<file path="src/rtl/uart_rx_core.sv">
// rtl/uart_rx_core.sv - 8N1 UART receiver: 2-flop synchronizer, edge-triggered start, mid-bit sampling.
module uart_rx_core #(
   parameter int CLK_FREQ = 50000000,
   parameter int BAUD     = 9600
) (
   input  logic       clk,
   input  logic       rst,
   input  logic       rx_in,
   output logic [7:0] data_out,
   output logic       rx_done,
   output logic       frame_err,
   output logic       busy
);

   localparam int BIT_CNT = CLK_FREQ / BAUD;
   localparam int HALF    = BIT_CNT / 2;
   localparam int CNT_W   = (BIT_CNT > 2) ? $clog2(BIT_CNT) : 2;

   localparam logic [CNT_W-1:0] HALF_LAST = CNT_W'(HALF - 1);
   localparam logic [CNT_W-1:0] BIT_LAST  = CNT_W'(BIT_CNT - 1);

   typedef enum logic [1:0] {
      IDLE  = 2'd0,
      START = 2'd1,
      DATA  = 2'd2,
      STOP  = 2'd3
   } state_t;

   state_t           state;
   logic [CNT_W-1:0] cnt;
   logic [2:0]       bit_idx;
   logic [7:0]       shreg;

   logic sync1;
   logic sync2;
   logic line_prev;
   logic [2:0] fill;
   logic fall;

   // The reset value of the synchronizer is 1; fill blocks the fake edge a
   // line that is already low at reset release would otherwise produce.
   assign fall = fill[2] & line_prev & ~sync2;
   assign busy = (state != IDLE);

   always_ff @(posedge clk or posedge rst) begin
      if (rst) begin
         sync1     <= 1'b1;
         sync2     <= 1'b1;
         line_prev <= 1'b1;
         fill      <= 3'b000;
      end else begin
         sync1     <= rx_in;
         sync2     <= sync1;
         line_prev <= sync2;
         fill      <= {fill[1:0], 1'b1};
      end
   end

   always_ff @(posedge clk or posedge rst) begin
      if (rst) begin
         state     <= IDLE;
         cnt       <= '0;
         bit_idx   <= 3'd0;
         shreg     <= 8'h00;
         data_out  <= 8'h00;
         rx_done   <= 1'b0;
         frame_err <= 1'b0;
      end else begin
         rx_done   <= 1'b0;
         frame_err <= 1'b0;
         case (state)
            IDLE: begin
               cnt     <= '0;
               bit_idx <= 3'd0;
               if (fall) begin
                  state <= START;
               end
            end
            START: begin
               if (cnt == HALF_LAST) begin
                  cnt   <= '0;
                  state <= sync2 ? IDLE : DATA;
               end else begin
                  cnt <= cnt + 1'b1;
               end
            end
            DATA: begin
               if (cnt == BIT_LAST) begin
                  cnt   <= '0;
                  shreg <= {sync2, shreg[7:1]};
                  if (bit_idx == 3'd7) begin
                     bit_idx <= 3'd0;
                     state   <= STOP;
                  end else begin
                     bit_idx <= bit_idx + 1'b1;
                  end
               end else begin
                  cnt <= cnt + 1'b1;
               end
            end
            STOP: begin
               if (cnt == BIT_LAST) begin
                  cnt   <= '0;
                  state <= IDLE;
                  if (sync2) begin
                     data_out <= shreg;
                     rx_done  <= 1'b1;
                  end else begin
                     frame_err <= 1'b1;
                  end
               end else begin
                  cnt <= cnt + 1'b1;
               end
            end
            default: begin
               state <= IDLE;
               cnt   <= '0;
            end
         endcase
      end
   end

endmodule

</file>
<file path="config.mk">
export PLATFORM = sky130hd
export DESIGN_NAME = uart_rx_core
export DESIGN_NICKNAME = d
export VERILOG_FILES = /design/src/rtl/uart_rx_core.sv
export SDC_FILE = /design/constraint.sdc
export NUM_CORES = 1
export LEC_CHECK = 0
export CAP_MARGIN = 20
export CELL_PAD_IN_SITES_DETAIL_PLACEMENT = 1
export CELL_PAD_IN_SITES_GLOBAL_PLACEMENT = 1
export CORE_ASPECT_RATIO = 1.75
export CORE_MARGIN = 2
export CORE_UTILIZATION = 46
export DETAILED_ROUTE_END_ITERATION = 8
export GPL_ROUTABILITY_DRIVEN = 0
export PLACE_DENSITY_LB_ADDON = 0.1
export SYNTH_ARGS = -nofsm -noshare
export SYNTH_HDL_FRONTEND = slang
export SYNTH_SLANG_ARGS = --single-unit
</file>
<file path="constraint.sdc">
create_clock -name clk -period 3 [get_ports clk]
set_input_delay 0.9 -clock clk [delete_from_list [all_inputs] [get_ports clk]]
set_output_delay 0.9 -clock clk [all_outputs]
set_load 0.05 [all_outputs]
</file>
==> flow_summary.toml, run 1 <==
[synth]
synth-edff-count = 0
synth_top_area_frac = 0.536
yosys.cell_count.top_type = "dfrtp_1"
synth.distinct_cells = 34
synthArstFlopShare = 1.00
synthFlopType = "dfrtp_1"
syn_inst = 143
syn_area_um2 = 1820
synth_nets = 149
yosysTopAreaCell = "dfrtp_1"
ys_top_cells_by_count = "dfrtp_1 (39), mux2_2 (16), nor2_1 (16), nand2_1 (8), xnor2_1 (7)"
ys_top_cells_by_area = "dfrtp_1 (54%), mux2_2 (9.9%), dfstp_2 (4.3%), xnor2_1 (3.4%), nor2_1 (3.3%)"
syn_avg_cell_area_um2 = 12.7
synth_warnings = 0
ys_ff_latch = 42
ys_seq_area_frac = 0.579

[setup_path]
slowest_stage = "clkdlybuf4s50_1"
path_cells = "nor2_1 -> inv_1 -> clkdlybuf4s50_1"
crit_path_end_kind = "output port"
required_ps = 2100
max_stage_delay_ps = 800
crit_arrival_ps = 1870
path_class = "reg -> out"
crit_fanout = 10
crit_buf_inv = 2
cpLargestDelayFamily = "buffers and inverters"
worstSetupStartpointType = "flop"

[clock_network]
post-cts-setup-buffer-count = 0
hold_buffers = 0
cts_buffers = 5
cts_tree = "built"
cts_buffer_depth = 2
clk_pin_slew_ps = 80
h-tree-depth = 2
cts_sinks = 42
root_buffer = "clkbuf_8"
clock_latency_ps = 290
cts_resized = 0

[global_routing]
grt_max_degree = 43
antenna_found_initial = 0
overflow = 0
grt_pass1_vias = 1255
grt.total_usage = 0.180
grt_pass1_wl_um = 5820

[floorplan]
start_util = 0.475
core_area_um2 = 3830
dieWidth_um = 51.6
fp.dieArea_um2 = 4500
die_h_um = 87.2
ios = 14
rows = 30

[detailed_routing]
wl_per_cell_um = 16.4
ant_nets = 0
via_per_inst = 5.38
dr.pass1.iters = 4
vias = 1124
drt-total-wl_um = 3420
first_iter_violations = 8
drc = 0

[timing]
rsz0062_at_grt = "false"
finalHoldViolCount = 0
layout_setup_ws_ps = 229
setup_viol = 0
max_freq_mhz = 361
max_slew_margin = 0.650
fin_crit_ps = 2770
skew_ps = 10.5
fin_tns_setup_ps = 0
worst_slew_pin_slew_ps = 525
holdWs_ps = 355
min_period_over_period = 0.924
drv_slew = 0

[placement]
dpl.hpwl_um = 2550
placed_cells = 201
io_buffers = 13
dpl_cell_area_um2 = 1980
dp_slack_ps = 552

[cells_and_area]
syn_to_final_growth_pct = 16.6
fin_nets = 166
fin_area_um2 = 2120
fin_cells = 209
fillers = 398
antenna_cells = 0
drive_above_1_share = 0.211

[worst_hold_path]
holdCritPathClass = "reg -> reg"

[flow_run]
cap_violations = 0

[power_and_ir_drop]
p_per_area_nw_per_um2 = 620
p_sw_frac = 0.234
clkPwrFrac = 0.411
vdd_drop_max_v = 0.000451
p_switching_uw = 308
p_int_mw = 1.01
comb_power_share = 0.104
p_leak_nw = 1.02
pwr-share-seq = 0.485

[outcome]
status = "finished clean"
kinds of logic after synthesis:
kind of cell | share of synthesized area
fa+ha+maj | 0.0206
xor+xnor | 0.0529
simple gates | 0.170
other cells | 0.00206
mux | 0.104
flops | 0.579
compound gates | 0.0419
buf+inv | 0.0289
cells in the final DEF (no fill, tap or decap), drive strengths merged:
master / count
nor4: 2
o21ai: 1
nor2: 18
ha: 3
bufinv: 2
buf: 1
or3b: 2
clkdlybuf4s50: 13
mux2i: 1
a211o: 1
nand4bb: 1
xnor2: 7
and3: 1
inv: 4
a22o: 2
a21o: 2
nand3: 5
nand4: 4
xor2: 4
dfrtp: 39
nand2: 8
nand3b: 1
o41ai: 1
dfstp: 3
nor2b: 1
nor3: 5
a22oi: 1
conb: 1
or4: 3
and2: 2
mux2: 16
clkbuf: 6
sequential cells by signal, summed over array words and instances, names as in the netlist, 3 cells and up, named ones only:
name	flops
bit_idx	3
cnt	13
data_out	8
fill	3
shreg	8
power by group through the flow:
stage / combinational, mW / clock (mW) / sequential, mW
3_5_place_dp: 0.137 / 0 / 0.651
6_report: 0.137 / 0.541 / 0.639
2_1_floorplan: 0.121 / 0 / 0.633
3_3_place_gp: 0.132 / 0 / 0.650
4_1_cts: 0.140 / 0.559 / 0.639
5_1_grt: 0.163 / 0.573 / 0.646
metrics by stage:
step                utilization  power (mW)
floorplan                     -       0.754
global placement          0.517       0.782
detailed placement        0.517       0.788
CTS                       0.555        1.34
global route              0.555        1.38
finish                    0.555        1.32
layout make-up:
class | instances | area (µm²) | share of cell area
Clock inverter | 2 | 60.1 | 0.0283
Timing Repair Buffer | 14 | 138 | 0.0648
Multi-Input combinational cell | 93 | 713 | 0.336
Tap cell | 48 | 60.1 | 0.0283
Sequential cell | 42 | 1050 | 0.497
Inverter | 4 | 15.0 | 0.00707
Clock buffer | 6 | 82.6 | 0.0389
final timing paths:
kind / startpoint / endpoint / slack (ps) / cells after the start
hold / removal: fill[0] / fill[1] / 350 / 0
setup / recovery: flop / busy / 230 / 3
setup reg to reg: cnt[0] / shreg[7] / 590 / 5
max in group asynchronous: rst / sync1 / 1570 / 3
hold reg to reg: fill[0] / fill[1] / 350 / 0
min in group asynchronous: rst / cnt[4] / 1040 / 3
per-layer routing:
| metal | share of wire | up-vias | global-route usage |
|---|---|---|---|
| met5 | 0 | - | 0 |
| met4 | 0.027 | 0 | 0.0789 |
| met3 | 0.023 | 8 | 0.0447 |
| met2 | 0.59 | 15 | 0.344 |
| met1 | 0.36 | 576 | 0.174 |
| li1 | - | 525 | - |
(Power assumes the default switching activity.)
==> inputs of run 2 (changes only) <==
Settings changed: CAP_MARGIN 20 to 5.
==> results of run 2 <==
The final DEF is identical to that of run 1; final timing and power are the same.
==> inputs of run 3 (changes only) <==
--- a/config.mk
+++ b/config.mk
@@ -9,5 +9,4 @@
 export CELL_PAD_IN_SITES_DETAIL_PLACEMENT = 1
 export CELL_PAD_IN_SITES_GLOBAL_PLACEMENT = 1
-export CORE_ASPECT_RATIO = 1.75
 export CORE_MARGIN = 2
 export CORE_UTILIZATION = 46
==> constraint.sdc (replaced) <==
create_clock -name clk -period 3 [get_ports clk]
set_input_delay 0.75 -clock clk [delete_from_list [all_inputs] [get_ports clk]]
set_output_delay 0.75 -clock clk [all_outputs]
set_load 0.05 [all_outputs]
==> run 3 against run 2 <==
- clock power decreased by 19%
- first-iteration DRC count rose to 3.9 times the previous value
- hold slack better by 3.5 ps
- maximum frequency grew 5.2%
- routed wire length is 4.4% lower
- die area fell by 0.44%
- core utilization up 0.39 points
- non-clock buffer count did not move
- total power shrank 7.8%
- critical path depth is the same
- sequential share of layout area up 0.77 points
- setup slack gained 140 ps
==> flow_summary.toml, run 3 (synthesis gave the netlist of run 1 again) <==
[cells_and_area]
fin_cells = 209
layout_commonest_cell = "dfrtp_1"
antenna_cells = 0
top_register = "cnt"
fin_area_um2 = 2090
drive_above_1_share = 0.205
syn_to_final_growth_pct = 14.8
fillers = 406
fin_nets = 166
final_cell_mix = "dfrtp_1 (39), mux2_2 (16), nor2_1 (16)"
largestRegisters = "cnt (13), data_out (8), shreg (8)"
largest_register_ffs = 13

[setup_path]
cpLargestDelayFamily = "buffers and inverters"
crit_fanout = 10
path_cells = "nor2_1 -> inv_1 -> clkdlybuf4s50_1"
max_stage_delay_ps = 790
worstSetupStartpointType = "flop"
worstReg2RegStart = "cnt[0]"
path_class = "reg -> out"
slowest_stage = "clkdlybuf4s50_1"
crit_path_end_kind = "output port"
crit_buf_inv = 2
regToRegSetupSlack_ps = 580
r2r_end = "shreg[4]"
crit_arrival_ps = 1890
required_ps = 2250
reg2reg_depth = 5

[timing]
skew_ps = 3.52
min_period_over_period = 0.878
max_slew_margin = 0.664
drv_slew = 0
setup_viol = 0
fin_tns_setup_ps = 0
max_freq_mhz = 379
rsz0062_at_grt = "false"
fin_crit_ps = 2640
worst_slew_pin_slew_ps = 505
finalHoldViolCount = 0
holdWs_ps = 358

[floorplan]
die_h_um = 66.9
rows = 22
dieWidth_um = 66.9
fp.dieArea_um2 = 4480
core_area_um2 = 3740
start_util = 0.486
ios = 14

[clock_network]
cts_tree = "built"
h-tree-depth = 2
cts_resized = 0
cts_buffer_depth = 2
cts_sinks = 42
hold_buffers = 0
post-cts-setup-buffer-count = 0
root_buffer = "clkbuf_8"
clk_pin_slew_ps = 80
clock_latency_ps = 290
cts_buffers = 5

[placement]
dpl_cell_area_um2 = 1980
io_buffers = 13
placed_cells = 201
dpl.hpwl_um = 2330

[power_and_ir_drop]
vdd_drop_max_v = 0.000334
p_leak_nw = 0.997
p_per_area_nw_per_um2 = 581

[global_routing]
grt_pass1_wl_um = 5440
overflow = 0
grt.total_usage = 0.170
grt_max_degree = 43
antenna_found_initial = 0
grt_pass1_vias = 1134

[detailed_routing]
drc = 0
dr.pass1.iters = 4
via_per_inst = 5.34
wl_per_cell_um = 15.7
first_iter_violations = 31
ant_nets = 0
vias = 1117
drt-total-wl_um = 3270

[worst_hold_path]
min_to = "fill[2]"
holdPathStages = 0
holdCritPathClass = "reg -> reg"
worstHoldStart = "fill[1]"

[flow_run]
cap_violations = 0

[outcome]
status = "finished clean"
[run 3: changes by cell type in the layout (fill, tap and decap cells not counted)]
cell        delta
bufinv_16      -1
clkbuf_1       +1
clkbuf_8       -1
clkinvlp_4     +1
[run 3: layout make-up]
cell class	instances	area [µm²]	area share
Timing Repair Buffer	14	138	0.0658
Sequential cell	42	1050	0.504
Clock buffer	6	72.6	0.0347
Multi-Input combinational cell	93	713	0.341
Tap cell	48	60.1	0.0287
Clock inverter	2	37.5	0.0180
Inverter	4	15.0	0.00718
[run 3: metal layers]
metal | track usage | part of all wire
met1 | 0.207 | 0.46
met4 | 0.0689 | 0.014
met3 | 0.0557 | 0.034
met5 | 0 | 0
met2 | 0.278 | 0.49
[run 3: per-stage QoR]
step                worst slack (ps)   util  total power, mW
finish                           365  0.558             1.22
detailed placement               583  0.529            0.791
global route                     258  0.558             1.28
CTS                              343  0.558             1.23
global placement                 632  0.529            0.782
floorplan                        793      -            0.754
[run 3: how the worst max path moves through the flow]
| stage | to | from | cells after the start |
|---|---|---|---|
| floorplan | shreg[0] | cnt[0] | 6 |
| global placement | shreg[3] | cnt[0] | 5 |
| detailed placement | data_out[2] | cnt[0] | 5 |
| CTS | busy | flop | 3 |
| global route | busy | flop | 3 |
| finish | busy | flop | 3 |
[run 3: power breakdown]
part	internal, mW	switching (mW)
sequential	0.600	0.0431
clock	0.248	0.190
combinational	0.0535	0.0801
==> RTL edit 1 (flow settings as in run 1) <==
Add an input register stage for `rx_in`; this delays it by one clock.
--- a/src/rtl/uart_rx_core.sv
+++ b/src/rtl/uart_rx_core.sv
@@ -26,6 +26,12 @@
       STOP  = 2'd3
    } state_t;
 
+   logic rx_q;
+
+   always_ff @(posedge clk) begin
+      rx_q <= rx_in;
+   end
+
    state_t           state;
    logic [CNT_W-1:0] cnt;
    logic [2:0]       bit_idx;
@@ -49,7 +55,7 @@
          line_prev <= 1'b1;
          fill      <= 3'b000;
       end else begin
-         sync1     <= rx_in;
+         sync1     <= rx_q;
          sync2     <= sync1;
          line_prev <= sync2;
          fill      <= {fill[1:0], 1'b1};
Behaviour: not the same (a bounded check fails within 10 cycles, from zero or initial values and one cycle with rst high).
==> RTL edit 1 against run 1 <==
  * Synthesized area increased by 1.1%
  * Power decreased by 13%
  * Design area decreased by 1.7%
  * Routed wire length increased by 4.0%
  * Register-to-register slack about the same
  * Setup slack improved by 4.0 ps
  * Die area increased by 1.0%
  * Sequential cell count increased by 1
  * Largest power group unchanged
==> RTL edit 1: results <==
{
  "place.port_buffers": 13,
  "grt_pass1_vias": 1301,
  "reg2regPathDepth": 5,
  "ctsHtreeMaxLevel": 2,
  "outcome": "complete, no violations",
  "static_leak_uw": 0.00100,
  "final_layout_size_suffix_gt1_share_pct": 20.5,
  "tritoncts.num_buffers": 5,
  "grt_pass1_wl_mm": 6.16,
  "number_of_diodes": 0,
  "min_to": "sync1",
  "max_buffers_root_to_sink": 2,
  "timing.reg2reg.setup_slack_ps": 590,
  "grt_start_max_net_pins": 43,
  "worstHoldPathCells": 0,
  "timing.critical_path.arrival_ps": 1870,
  "synth_cell_types": 35,
  "capture_point_of_the_worst_reg_to_reg_path": "shreg[2]",
  "layout.nets": 167,
  "path_clk_slew_ps": 70,
  "cp-endpoint": "busy",
  "yosys_most_used_dff": "dfrtp_1",
  "kind_of_path_behind_the_tightest_hold_check": "flop to flop",
  "drt_iter0_markers": 7,
  "worstPathMaxFanout": 10,
  "clk_root_buffer_cell": "clkbuf_8",
  "drtPass1Iterations": 4,
  "worst_ir_drop_vdd_uv": 321,
  "worst_setup_start_kind": "flop",
  "synth.yosys.seq_area_share_pct": 58.4,
  "worst_slew_margin_rel_pct": 65.5,
  "async_reset_ff_share_pct": 97.7,
  "dp_hpwl_mm": 2.60,
  "cts_resized": 0,
  "synth_top_cells_by_count": "39 x dfrtp_1, 16 x mux2_2, 16 x nor2_1",
  "synthTopCellsByArea": "dfrtp_1 53%, mux2_2 9.8%, dfstp_2 4.3%, xnor2_1 3.3%, nor2_1 3.3%",
  "number_of_warnings_printed_during_yosys_synthesis": 0,
  "drt_wl_total_mm": 3.56,
  "later_pin_clock_latency_in_the_skew_report_ps": 290,
  "total_nets_after_synthesis": 150,
  "largest_registers": "cnt (13), data_out (8), shreg (8)",
  "initial_antenna_violation_count": 0,
  "clock-skew-final_ps": 8.57,
  "global_route.usage.total_pct": 19.0,
  "fin_hold_ws_ps": 295,
  "postCtsSetupRepairBufs": 0,
  "dr_total_vias": 1130,
  "critical_path.reg2reg.startpoint": "cnt[0]",
  "critical_hold_path_startpoint": "rx_q"
}
[RTL edit 1: cell types whose count changed after synthesis]
cell / delta
dfxtp_1: +1
[RTL edit 1: per-stage QoR]
stage | cell area (µm²) | worst slack [ps] | std cells
after floorplan | 1840 | 793 | 144
after global placement | 2000 | 588 | 202
after detailed placement | 2000 | 538 | 202
after CTS | 2090 | 208 | 209
after global routing | 2090 | 149 | 209
final | 2090 | 233 | 209
[RTL edit 1: area by class of cell]
cell class,instances,area (µm²)
Fill cell,412,1780
Sequential cell,43,1070
Multi-Input combinational cell,93,713
Timing Repair Buffer,14,138
Clock buffer,6,82.6
Tap cell,48,60.1
Inverter,4,15.0
Clock inverter,1,5.00
[RTL edit 1: critical path: stages (launching register included)]
cell	delay [ps]
dfrtp_1	550
nor2_1	160
inv_1	80
clkdlybuf4s50_1	790
[RTL edit 1: layer usage]
metal	track usage (%)	vias up	wire [µm]
met1	19.2	584	1320
met4	10.8	0	110
li1	-	527	-
met5	0	-	0
met2	35.9	12	2070
met3	2.73	7	57
[RTL edit 1: report_power, final]
part / total (µW) / switching [µW] / internal [µW]
Combinational: 134 / 80.2 / 53.4
Sequential: 653 / 39.2 / 614
Clock: 362 / 182 / 180
[RTL edit 1: kinds of logic after synthesis]
kind of cell	Yosys count	synth area share [%]
simple gates	53	16.8
flops	43	58.4
mux	17	10.3
xor+xnor	11	5.23
compound gates	8	4.15
buf+inv	8	2.85
fa+ha+maj	3	2.04
other cells	1	0.204
==> RTL edit 2 (settings of run 1) <==
Without the edit above. `CLK_FREQ`: 50000000 -> 12500000.
--- a/src/rtl/uart_rx_core.sv
+++ b/src/rtl/uart_rx_core.sv
@@ -1,6 +1,6 @@
 // rtl/uart_rx_core.sv - 8N1 UART receiver: 2-flop synchronizer, edge-triggered start, mid-bit sampling.
 module uart_rx_core #(
-   parameter int CLK_FREQ = 50000000,
+   parameter int CLK_FREQ = 12500000,
    parameter int BAUD     = 9600
 ) (
    input  logic       clk,
Formal check against the unedited RTL: same outputs for any inputs over 10 cycles, from zero or initial values and one cycle with rst high; that may be too few to reach the edited logic, so the function may still have changed.
==> RTL edit 2 against run 1 <==
  * Synthesized area shrank 6.1%
  * Routed wire length fell by 3.0%
  * First-iteration DRC count is 88% lower
  * Clock power shrank 20%
  * Sequential cell count down 2
  * Cell count shrank 4.3%
  * Power is 8.4% lower
  * Design area fell by 5.8%
  * Setup slack improved by 28 ps
  * Sequential power fell by 0.8%
  * Largest cell class unchanged
==> RTL edit 2: results <==
{
  "outcome": "complete, no violations",
  "timing.critical_path.arrival_ps": 1840,
  "grt_pass1_vias": 1254,
  "later_pin_clock_latency_in_the_skew_report_ps": 290,
  "drt_wl_total_mm": 3.32,
  "worstHoldPathCells": 0,
  "static_leak_uw": 0.000961,
  "worst_slew_margin_rel_pct": 63.0,
  "reg2regPathDepth": 6,
  "grt_start_max_net_pins": 41,
  "number_of_diodes": 0,
  "fillers": 359,
  "dp.cells": 192,
  "timing.critical_path.slowest_cell_delay_ps": 700,
  "final_layout_size_suffix_gt1_share_pct": 21.4,
  "critical_path.reg2reg.startpoint": "cnt[1]",
  "ctsHtreeMaxLevel": 2,
  "grt_pass1_wl_mm": 5.93,
  "post_drt_via_cell_ratio": 5.40,
  "timing.reg2reg.setup_slack_ps": 660,
  "worst_ir_drop_vdd_uv": 403,
  "synthTopCellsByArea": "dfrtp_1 54%, mux2_2 11%, dfstp_2 4.6%, ha_1 3.7%, nor2_1 3.5%",
  "synth_cell_types": 31,
  "instances_no_fill": 200,
  "path_clk_slew_ps": 80,
  "async_reset_ff_share_pct": 100,
  "global_route.usage.total_pct": 18.6,
  "synth.yosys.seq_area_share_pct": 58.8,
  "min_to": "fill[1]",
  "drt_iter0_markers": 1,
  "power.net_switching_uw": 328,
  "syn_inst": 135,
  "post_place_setup_slack_ps": 569,
  "drtPass1Iterations": 3,
  "dpl-instance-area_um2": 1890,
  "cts_resized": 0,
  "synth_top_cells_by_count": "37 x dfrtp_1, 16 x mux2_2, 16 x nor2_1",
  "largest_registers": "cnt (11), data_out (8), shreg (8)",
  "dp_hpwl_mm": 2.34,
  "capture_point_of_the_worst_reg_to_reg_path": "shreg[7]",
  "place.port_buffers": 13,
  "cpLargestDelayFamily": "buffers and inverters",
  "layout.nets": 161,
  "slowest_stage": "clkdlybuf4s50_1",
  "worstPathMaxFanout": 13,
  "clock-skew-final_ps": 5.57
}
RTL edit 2: final cells by class:
type,instances,area (µm²),area share [%]
clock buffers,5,68.8,3.44
clock inverters,3,42.5,2.13
inverters,5,18.8,0.938
multi-input cells,86,663,33.1
flip-flops and latches,40,1000,50.2
well taps,46,57.6,2.88
repair buffers,15,145,7.25
RTL edit 2: metrics by stage:
stage / util, % / hold slack [ps]
after floorplan: - / 331
after global placement: 52.6 / 334
after detailed placement: 52.6 / 341
after CTS: 55.7 / 359
after global routing: 55.7 / 363
final: 55.7 / 356
RTL edit 2: power groups by stage:
| stage | logic, µW | registers (µW) | clock network, µW |
|---|---|---|---|
| after floorplan | 109 | 622 | 0 |
| after global placement | 130 | 642 | 0 |
| after detailed placement | 142 | 646 | 0 |
| after CTS | 144 | 635 | 451 |
| after global routing | 163 | 642 | 468 |
| final | 140 | 634 | 433 |
RTL edit 2: how the worst max path moves through the flow:
stage,end,cells after the start,startpoint,slack (ps)
2_1_floorplan,data_out[0],7,cnt[1],1020
3_3_place_gp,busy,2,flop,600
3_5_place_dp,busy,2,flop,570
4_1_cts,busy,2,flop,240
5_1_grt,busy,2,flop,200
6_report,busy,2,flop,260
RTL edit 2: metal layers:
metal	GRT usage, %	vias up	part of all wire (%)
met1	20.0	553	37
met5	0	-	0
met3	3.20	10	1.4
met4	10.6	0	2.7
li1	-	503	-
met2	33.1	14	59
RTL edit 2: cells by family after synthesis:
group	synth area share (%)
xor+xnor	4.61
buf+inv	2.42
other cells	0.219
compound gates	4.54
flops	58.8
mux	10.5
fa+ha+maj	3.66
simple gates	15.2
